## src/rtl/c1_feeder_if.sv

```systemverilog
// Feature-RAM read port, parameter-ROM read port and conv-unit stream for the layer-1 feeder.
// master = feeder side, slave = environment (RAM, ROM, conv unit, controller).
interface c1_feeder_if #(
  parameter int N        = 16,
  parameter int IMG_SIZE = 28,
  parameter int OUT_CH   = 6
);
  localparam int AW = $clog2(IMG_SIZE * IMG_SIZE);
  localparam int CW = (OUT_CH > 1) ? $clog2(OUT_CH) : 1;

  logic          start;
  logic          busy;
  logic          done;
  logic          fmap_rd_en;
  logic [AW-1:0] fmap_rd_addr;
  logic [N-1:0]  fmap_rd_data;
  logic          param_rd_en;
  logic [CW-1:0] param_rd_addr;
  logic [N-1:0]  weight_rd_data;
  logic [31:0]   bias_rd_data;
  logic [4:0]    shift_rd_data;
  logic          input_vld;
  logic [N-1:0]  input_din;
  logic [N-1:0]  weight_din;
  logic [31:0]   bias_din;
  logic [4:0]    shift_din;

  modport master (
    input  start, fmap_rd_data, weight_rd_data, bias_rd_data, shift_rd_data,
    output busy, done, fmap_rd_en, fmap_rd_addr, param_rd_en, param_rd_addr,
           input_vld, input_din, weight_din, bias_din, shift_din
  );

  modport slave (
    output start, fmap_rd_data, weight_rd_data, bias_rd_data, shift_rd_data,
    input  busy, done, fmap_rd_en, fmap_rd_addr, param_rd_en, param_rd_addr,
           input_vld, input_din, weight_din, bias_din, shift_din
  );
endinterface

```

## src/rtl/c1_feeder.sv

```systemverilog
// Layer-1 conv sequencer: per channel fetch params, stream the fmap (2-cycle pixel latency, no backpressure),
// hold params through a tail. `C1_FEEDER_PADDING_EN streams a zero border around the image.
module c1_feeder #(
  parameter int N           = 16,
  parameter int IMG_SIZE    = 28,
  parameter int OUT_CH      = 6,
  parameter int TAIL_CYCLES = 4
) (
  input  logic        clk,
  input  logic        rst_n,
  c1_feeder_if.master io
);
  localparam int NPIX = IMG_SIZE * IMG_SIZE;
  localparam int AW   = $clog2(NPIX);
  localparam int CW   = (OUT_CH > 1) ? $clog2(OUT_CH) : 1;
  localparam int TW   = $clog2(TAIL_CYCLES + 2);

  typedef enum logic [2:0] {
    S_IDLE, S_PARAM_RD, S_PARAM_CAP, S_STREAM, S_TAIL, S_DONE
  } state_t;

  state_t        state_q, state_d;
  logic [CW-1:0] ch_q, ch_d;
  logic [TW-1:0] tail_q, tail_d;
  logic [N-1:0]  weight_q, weight_d;
  logic [31:0]   bias_q, bias_d;
  logic [4:0]    shift_q, shift_d;
  logic          issue_q, issue_d;
  logic          input_vld_q, input_vld_d;
  logic [N-1:0]  input_din_q, input_din_d;
  logic          last_pos, real_rd, last_ch, tail_done;
  logic [AW-1:0] pos_addr;

`ifdef C1_FEEDER_PADDING_EN
  localparam int GRID = IMG_SIZE + 2;
  localparam int RW   = $clog2(GRID);

  logic [RW-1:0] row_q, row_d, col_q, col_d;
  logic          pad_q, pad_d;

  // Walk the padded grid; only interior positions map onto RAM addresses.
  always_comb begin
    real_rd  = (row_q != '0) && (col_q != '0) &&
               (row_q != RW'(GRID - 1)) && (col_q != RW'(GRID - 1));
    last_pos = (row_q == RW'(GRID - 1)) && (col_q == RW'(GRID - 1));
    pos_addr = AW'((32'(row_q) - 32'd1) * 32'(IMG_SIZE) + 32'(col_q) - 32'd1);
    row_d    = row_q;
    col_d    = col_q;
    if (state_q == S_PARAM_CAP) begin
      row_d = '0;
      col_d = '0;
    end else if (state_q == S_STREAM && !last_pos) begin
      if (col_q == RW'(GRID - 1)) begin
        col_d = '0;
        row_d = row_q + 1'b1;
      end else begin
        col_d = col_q + 1'b1;
      end
    end
    pad_d = (state_q == S_STREAM) && !real_rd;
  end

  always_ff @(posedge clk or negedge rst_n) begin
    if (!rst_n) begin
      row_q <= '0;
      col_q <= '0;
      pad_q <= 1'b0;
    end else begin
      row_q <= row_d;
      col_q <= col_d;
      pad_q <= pad_d;
    end
  end
`else
  logic [AW-1:0] pix_q, pix_d;

  always_comb begin
    real_rd  = 1'b1;
    last_pos = (pix_q == AW'(NPIX - 1));
    pos_addr = pix_q;
    pix_d    = pix_q;
    if (state_q == S_PARAM_CAP) begin
      pix_d = '0;
    end else if (state_q == S_STREAM && !last_pos) begin
      pix_d = pix_q + 1'b1;
    end
  end

  always_ff @(posedge clk or negedge rst_n) begin
    if (!rst_n) begin
      pix_q <= '0;
    end else begin
      pix_q <= pix_d;
    end
  end
`endif

  assign last_ch   = (ch_q == CW'(OUT_CH - 1));
  assign tail_done = (tail_q == TW'(TAIL_CYCLES));

  // Next state
  always_comb begin
    state_d = state_q;
    unique case (state_q)
      S_IDLE:      if (io.start) state_d = S_PARAM_RD;
      S_PARAM_RD:  state_d = S_PARAM_CAP;
      S_PARAM_CAP: state_d = S_STREAM;
      S_STREAM:    if (last_pos) state_d = S_TAIL;
      S_TAIL:      if (tail_done) state_d = last_ch ? S_DONE : S_PARAM_RD;
      S_DONE:      state_d = S_IDLE;
      default:     state_d = S_IDLE;
    endcase
  end

  // Counters, parameter capture and the two-stage pixel pipeline
  always_comb begin
    ch_d     = ch_q;
    tail_d   = tail_q;
    weight_d = weight_q;
    bias_d   = bias_q;
    shift_d  = shift_q;
    unique case (state_q)
      S_IDLE: ch_d = '0;
      S_PARAM_CAP: begin
        weight_d = io.weight_rd_data;
        bias_d   = io.bias_rd_data;
        shift_d  = io.shift_rd_data;
        tail_d   = '0;
      end
      S_TAIL: begin
        tail_d = tail_q + 1'b1;
        if (tail_done && !last_ch) ch_d = ch_q + 1'b1;
      end
      default: ;
    endcase
    issue_d     = (state_q == S_STREAM);
    input_vld_d = issue_q;
`ifdef C1_FEEDER_PADDING_EN
    input_din_d = (issue_q && !pad_q) ? io.fmap_rd_data : '0;
`else
    input_din_d = issue_q ? io.fmap_rd_data : '0;
`endif
  end

  // Outputs decoded from state
  always_comb begin
    io.busy          = (state_q != S_IDLE);
    io.done          = (state_q == S_DONE);
    io.param_rd_en   = (state_q == S_PARAM_RD);
    io.param_rd_addr = (state_q == S_PARAM_RD) ? ch_q : '0;
    io.fmap_rd_en    = (state_q == S_STREAM) && real_rd;
    io.fmap_rd_addr  = ((state_q == S_STREAM) && real_rd) ? pos_addr : '0;
  end

  always_ff @(posedge clk or negedge rst_n) begin
    if (!rst_n) begin
      state_q     <= S_IDLE;
      ch_q        <= '0;
      tail_q      <= '0;
      weight_q    <= '0;
      bias_q      <= '0;
      shift_q     <= '0;
      issue_q     <= 1'b0;
      input_vld_q <= 1'b0;
      input_din_q <= '0;
    end else begin
      state_q     <= state_d;
      ch_q        <= ch_d;
      tail_q      <= tail_d;
      weight_q    <= weight_d;
      bias_q      <= bias_d;
      shift_q     <= shift_d;
      issue_q     <= issue_d;
      input_vld_q <= input_vld_d;
      input_din_q <= input_din_d;
    end
  end

  assign io.input_vld  = input_vld_q;
  assign io.input_din  = input_din_q;
  assign io.weight_din = weight_q;
  assign io.bias_din   = bias_q;
  assign io.shift_din  = shift_q;
endmodule

```

## src/flat_wrapper.sv

```systemverilog
// flat-port wrapper written by rule: the top's interface ports become plain ports
module c1_feeder_flat 
#(
  parameter int N           = 16,
  parameter int IMG_SIZE    = 28,
  parameter int OUT_CH      = 6,
  parameter int TAIL_CYCLES = 4
)
  (clk, rst_n, io_start, io_fmap_rd_data, io_weight_rd_data, io_bias_rd_data, io_shift_rd_data, io_busy, io_done, io_fmap_rd_en, io_fmap_rd_addr, io_param_rd_en, io_param_rd_addr, io_input_vld, io_input_din, io_weight_din, io_bias_din, io_shift_din);
  c1_feeder_if #(.N(N), .IMG_SIZE(IMG_SIZE), .OUT_CH(OUT_CH)) io_i ();
  input  logic clk;
  input  logic rst_n;
  input wire logic [$bits(io_i.start)-1:0] io_start;
  input wire logic [$bits(io_i.fmap_rd_data)-1:0] io_fmap_rd_data;
  input wire logic [$bits(io_i.weight_rd_data)-1:0] io_weight_rd_data;
  input wire logic [$bits(io_i.bias_rd_data)-1:0] io_bias_rd_data;
  input wire logic [$bits(io_i.shift_rd_data)-1:0] io_shift_rd_data;
  output wire logic [$bits(io_i.busy)-1:0] io_busy;
  output wire logic [$bits(io_i.done)-1:0] io_done;
  output wire logic [$bits(io_i.fmap_rd_en)-1:0] io_fmap_rd_en;
  output wire logic [$bits(io_i.fmap_rd_addr)-1:0] io_fmap_rd_addr;
  output wire logic [$bits(io_i.param_rd_en)-1:0] io_param_rd_en;
  output wire logic [$bits(io_i.param_rd_addr)-1:0] io_param_rd_addr;
  output wire logic [$bits(io_i.input_vld)-1:0] io_input_vld;
  output wire logic [$bits(io_i.input_din)-1:0] io_input_din;
  output wire logic [$bits(io_i.weight_din)-1:0] io_weight_din;
  output wire logic [$bits(io_i.bias_din)-1:0] io_bias_din;
  output wire logic [$bits(io_i.shift_din)-1:0] io_shift_din;
  assign io_i.start = io_start;
  assign io_i.fmap_rd_data = io_fmap_rd_data;
  assign io_i.weight_rd_data = io_weight_rd_data;
  assign io_i.bias_rd_data = io_bias_rd_data;
  assign io_i.shift_rd_data = io_shift_rd_data;
  assign io_busy = io_i.busy;
  assign io_done = io_i.done;
  assign io_fmap_rd_en = io_i.fmap_rd_en;
  assign io_fmap_rd_addr = io_i.fmap_rd_addr;
  assign io_param_rd_en = io_i.param_rd_en;
  assign io_param_rd_addr = io_i.param_rd_addr;
  assign io_input_vld = io_i.input_vld;
  assign io_input_din = io_i.input_din;
  assign io_weight_din = io_i.weight_din;
  assign io_bias_din = io_i.bias_din;
  assign io_shift_din = io_i.shift_din;
  c1_feeder #(.N(N), .IMG_SIZE(IMG_SIZE), .OUT_CH(OUT_CH), .TAIL_CYCLES(TAIL_CYCLES)) u_core (.clk(clk), .rst_n(rst_n), .io(io_i));
endmodule
```

## config.mk

```make
export PLATFORM = sky130hd
export DESIGN_NAME = c1_feeder_flat
export DESIGN_NICKNAME = d
export VERILOG_FILES = /design/src/rtl/c1_feeder_if.sv /design/src/rtl/c1_feeder.sv /design/src/flat_wrapper.sv
export SDC_FILE = /design/constraint.sdc
export NUM_CORES = 1
export LEC_CHECK = 0
export CAP_MARGIN = 10
export CORE_MARGIN = 4
export CORE_UTILIZATION = 44
export CTS_BUF_LIST = sky130_fd_sc_hd__clkbuf_8
export CTS_CLUSTER_SIZE = 14
export DETAILED_ROUTE_END_ITERATION = 10
export GPL_TIMING_DRIVEN = 0
export PLACE_DENSITY = 0.82
export SYNTH_ARGS = -nofsm -noshare
export SYNTH_HDL_FRONTEND = slang
export SYNTH_SLANG_ARGS = --single-unit
```

## constraint.sdc

```tcl
create_clock -name clk -period 2.1 [get_ports clk]
set_clock_uncertainty 0.05 [all_clocks]
set_input_delay 0.63 -clock clk [delete_from_list [all_inputs] [get_ports clk]]
set_output_delay 0.63 -clock clk [all_outputs]
set_load 0.02 [all_outputs]
```

# [Yosys cells after proc, flatten, opt, wreduce, memory -nomap -nowiden]
# Cells that the tools add are included.
[classes] add_sub_neg=3 n_reduce_logical=11 n_mux=13 n_eq_ne=12
[op_table] op="2-to-1 mux 10 bit" n=3
[op_table] op="2-to-1 mux 3 bit" n=6
[op_table] op="2-to-1 mux 16 bit" n=1
[op_table] op="case mux 3 bit (5 select lines)" n=1
[op_table] op="== test 3 bit, second input constant" n=4
[op_table] op="case mux 3 bit (2 select lines)" n=2
[op_table] op="adder 10 x 1 -> 10 bit, second input constant" n=1
[op_table] op="== test 10 bit, second input constant" n=1
[op_table] op="adder 3 x 1 -> 3 bit, second input constant" n=2
[op_table] op="== test 3 x 2 -> 1 bit, second input constant" n=2
[op_table] op="nonzero test 2 bit" n=3
[op_table] op="inequality test 2 x 1 -> 1 bit, second input constant" n=2
[op_table] op="inequality test 2 bit, second input constant" n=2
[op_table] op="== test 3 x 1 -> 1 bit, second input constant" n=1
[op_table] op="zero test 3 bit" n=1
[op_table] op="AND reduction 3 bit" n=1
[op_table] op="nonzero test 3 bit" n=1
[op_table] op="logical AND 1 bit" n=2
[op_table] op="zero test 1 bit" n=2
[op_table] op="AND reduction 2 bit" n=1
[word_totals] output_inout_bits=87 input_bits=72 elab_cells=49 register_bits=90

# [Logic depth before layout (Yosys ltp)]
[logic_depth] depth_word=5 depth_mapped=6 ltp_nobuf=6

# [Least setup slack after synthesis]
# No wires, ideal clock.
[synth_path] kind="register to output" startpoint="register u_core.state_q[0]" endpoint="output io_param_rd_addr[0]" stages_incl_launch_ff=5 slack_ns=-0.202 arrival_ns=1.622 n_path_buf=1 t_required_ns=1.420 cell_sequence="dfrtp_1 > clkbuf_1 > inv_1 > nor3_1 > and2_1"
[synth_between] elab_chain_len=2
[synth_lines] item="from (decl)" line_no="c1_feeder.sv:22" rtl="state_t state_q, state_d;"
[synth_lines] item="from (signal assigned)" line_no="c1_feeder.sv:167" rtl="state_q <= state_d;"
[synth_lines] item="== test 3 x 1 -> 1 bit"
[synth_lines] item="named net io_param_rd_en" line_no="flat_wrapper.sv:22" rtl="output wire logic [$bits(io_i.param_rd_en)-1:0] io_param_rd_en;"
[synth_lines] item="2-to-1 mux 3 bit" line_no="c1_feeder.sv:150" rtl="io.param_rd_addr = (state_q == S_PARAM_RD) ? ch_q : '0;"
[synth_lines] item="to (decl)" line_no="flat_wrapper.sv:23" rtl="output wire logic [$bits(io_i.param_rd_addr)-1:0] io_param_rd_addr;"
# The timed path passes the listed nets, and every way through them passes these cells.

# [Worst setup path in the final report]
[layout_path] startpoint="register u_core.state_q[2]" endpoint="output io_fmap_rd_addr[2]"
[layout_between] elab_chain_len=2
[layout_lines] item="== test 3 x 2 -> 1 bit" line_no="c1_feeder.sv:152" rtl="io.fmap_rd_addr = ((state_q == S_STREAM) && real_rd) ? pos_addr : '0;"
[layout_lines] item="2-to-1 mux 10 bit" line_no="c1_feeder.sv:152"
[layout_lines] item="to (decl)" line_no="flat_wrapper.sv:21" rtl="output wire logic [$bits(io_i.fmap_rd_addr)-1:0] io_fmap_rd_addr;"
# Every way passes these cells.

==> impl_results.md <==
* Outcome: finished with violations
* Failing checks: setup timing
* Clk slew on worst S/H paths at 0.09 ns
* Predominant post-synthesis flop cell: dfrtp_1
* Vias at 2905
* Synth Net Count at 365
* Cell Pwr Density at 567 nW/um^2
* Tcrit/Tclk final at 104%
* FP Rows at 33
* Port-buffer cells at 158
* Die height at 99.4 um
* Post-CTS Hold Buffers at 0
* Antenna violations before repair at 0
* Total gr overflow at 0
* Post-Syn Area per Cell at 12.8 um^2
* Maximum clock insertion buffer count at 2
* Critical path required time at 1.42 ns
* Fmax at 458 MHz
* EDFF count, synth at 0
* Layout cells sized above 1 at 29.4%
* Static Leak at 2.51 nW
* Die Width at 99.4 um
* DRT Pass-1 Iters at 5
* Clock tree sinks at 90
* #FFs+latches synth at 90
* Hpwl dp at 7020 um
* Synth Cell Area at 3680 um^2
* Final hold slack at 0.0999 ns
* DR iter-0 viols at 63
* Max IR drop VDD at 0.342 mV
* DRT Wirelength at 9550 um
* Rel. slew slack at 77.1%
* Area Overhead vs Synth at 60.4%
* CTS tree: done
* Nets at 558
* Wirelength per Cell at 16.2 um
* Most area-hungry cell type in the Yosys netlist: dfrtp_1
* Post-route ant nets at 0
* Root Buffer: clkbuf_8
* Synth cell count leaders: dfrtp_1, mux2_2, and2_1, nand2_1, nor2_1
* Async set-reset flop share out of synthesis at 100%
* Mapped Cells at 288
* R2R setup slack at 0.05 ns
* Top-count cell post-synth: dfrtp_1
* Clk Latency, worst-skew pair at 0.34 ns
* CP endpoint kind: output port
* Worst Tran Pin Value at 0.344 ns
* Period minus WS final at 2.18 ns
* Synth warn at 0
* CP arrival at 1.50 ns
* Hold/Removal Path Class: primary input to asynchronous set/reset pin
* Number of global-route vias before repair at 2982
* # IOs at 159
* Post-layout worst setup margin at -0.0842 ns
* Sequential area share after synthesis at 61.2%
* Initial core utilization at 45.0%
* DRC Markers at 0
* CORE AREA at 8180 um^2
* Post-synth top area share at 61.2%
* Design Power at 0.00335 W
* Critical path type: register to output port
* CP Launch Type: register
* Layout Utilization at 72.1%
* Max Cap Viol at 0
* Unrepaired setup endpoints after global routing: true
* Slew Viols, Final at 0
* # H-tree levels at 3
* Crit-path max FO at 5
* # diodes at 0
* CTS Buf Count at 9
* Final Wtd Congestion at 0.809
* Synth area leaders: dfrtp_1, mux2_2, and2_1, nand2_1, ha_1
* Global-route wire length before repair at 15400 um
* Die ar. at 9880 um^2
* Netlist cell types at 39
* DR vias/cell at 4.92
* Gr usage total at 19.7%
* Fin. Hold Viols at 0
* Endpoints failing setup at 14
* Largest net degree at the start of global routing at 73
-- flip-flops by register name, summed over array words and instances, names as in the netlist --
register	count
u_core.ch_q	3
u_core.input_vld_d	1
u_core.io.bias_din	32
u_core.io.input_din	16
u_core.io.input_vld	1
u_core.io.shift_din	5
u_core.io.weight_din	16
u_core.pix_q	10
u_core.state_q	3
u_core.tail_q	3
-- layout make-up --
cell class | instances | area, um^2
Fill cell | 566 | 2280
Sequential cell | 90 | 2250
Timing Repair Buffer | 182 | 1800
Multi-Input combinational cell | 177 | 1400
Clock buffer | 10 | 138
Tap cell | 105 | 131
Buffer | 12 | 82.6
Clock inverter | 6 | 41.3
Inverter | 8 | 41.3
Timing Repair inverter | 1 | 7.51
-- layer usage --
metal  vias to the layer above  track usage (%)  wire, um
met3                        16             4.07       603
met2                       108             34.0      4870
li1                       1372                -         -
met1                      1409             24.9      3930
met4                         0             6.51       149
met5                         -                0         0
-- cell families (layout without fill, tap and decap cells) --
family                     Yosys count  count (layout)  synth area share (%)
AOI/OAI and AO/OA                   23              23                  3.88
DFF                                 90              90                  61.2
buffers and inverters               21             219                  2.55
and+or+nand+nor                     89              89                  12.7
muxes                               55              55                  16.8
xor gates and xnor gates             5               5                  1.19
adders and majority gates            5               5                  1.70
-- critical path, cell delays in order, from the launching register on --
cell        delay (ns)
dfrtp_1           0.42
nand3b_1          0.16
buf_6             0.16
clkinvlp_4        0.13
and2_4            0.18
buf_6             0.12
-- layout by cell type (no fill, tap or decap), drive strengths merged, types with 4 or more instances in the layout --
cell / Yosys / layout
clkdlybuf4s50: 0 / 140
dfrtp: 90 / 90
mux2: 53 / 53
buf: 6 / 51
and2: 26 / 26
nand2: 18 / 18
nor2: 16 / 16
clkbuf: 7 / 13
inv: 8 / 10
nor3: 9 / 9
nand3: 8 / 8
a21oi: 8 / 8
o21ai: 7 / 7
ha: 5 / 5
clkinvlp: 0 / 4
xnor2: 4 / 4
-- power by group --
part | internal [W] | leakage (nW) | total [W] | switching [W]
logic | 0.000276 | 1.37 | 0.000461 | 0.000185
clock network | 0.000465 | 0.0905 | 0.00105 | 0.000590
registers | 0.00180 | 1.05 | 0.00183 | 0.0000301
-- path summary, 6_finish.rpt --
path | start | depth (start not counted) | end
worst max-delay path | u_core.state_q[2] | 5 | io_fmap_rd_addr[2]
worst min-delay path | rst_n | 1 | u_core.io.bias_din[24]
worst max register to register | u_core.state_q[2] | 11 | u_core.pix_q[6]
worst min register to register | u_core.input_vld_d | 0 | u_core.io.input_vld
max in group asynchronous | rst_n | 2 | u_core.io.bias_din[3]
min in group clk | u_core.input_vld_d | 0 | u_core.io.input_vld
-- repair_timing --
| item | 4_1_cts | 5_1_grt |
|---|---|---|
| setup buffers | 12 | 11 |
| setup endpoints to repair | 67 | 67 |
| cloned | 1 | 0 |
| gates resized for setup | 115 | 24 |
| pin swaps | 6 | 3 |
-- through the flow --
step | setup WS (ns) | std cells | TNS, ns | cell area (um^2)
2_1_floorplan | -0.00211 | 288 | -0.00211 | 3680
3_3_place_gp | -2.86 | 551 | -263.71 | 5400
3_5_place_dp | -0.499 | 552 | -7.76 | 5420
4_1_cts | -0.124 | 580 | -0.402 | 5750
5_1_grt | -0.169 | 591 | -1.88 | 5900
6_report | -0.0842 | 591 | -0.585 | 5900
Power figures use the tool's default switching activity.
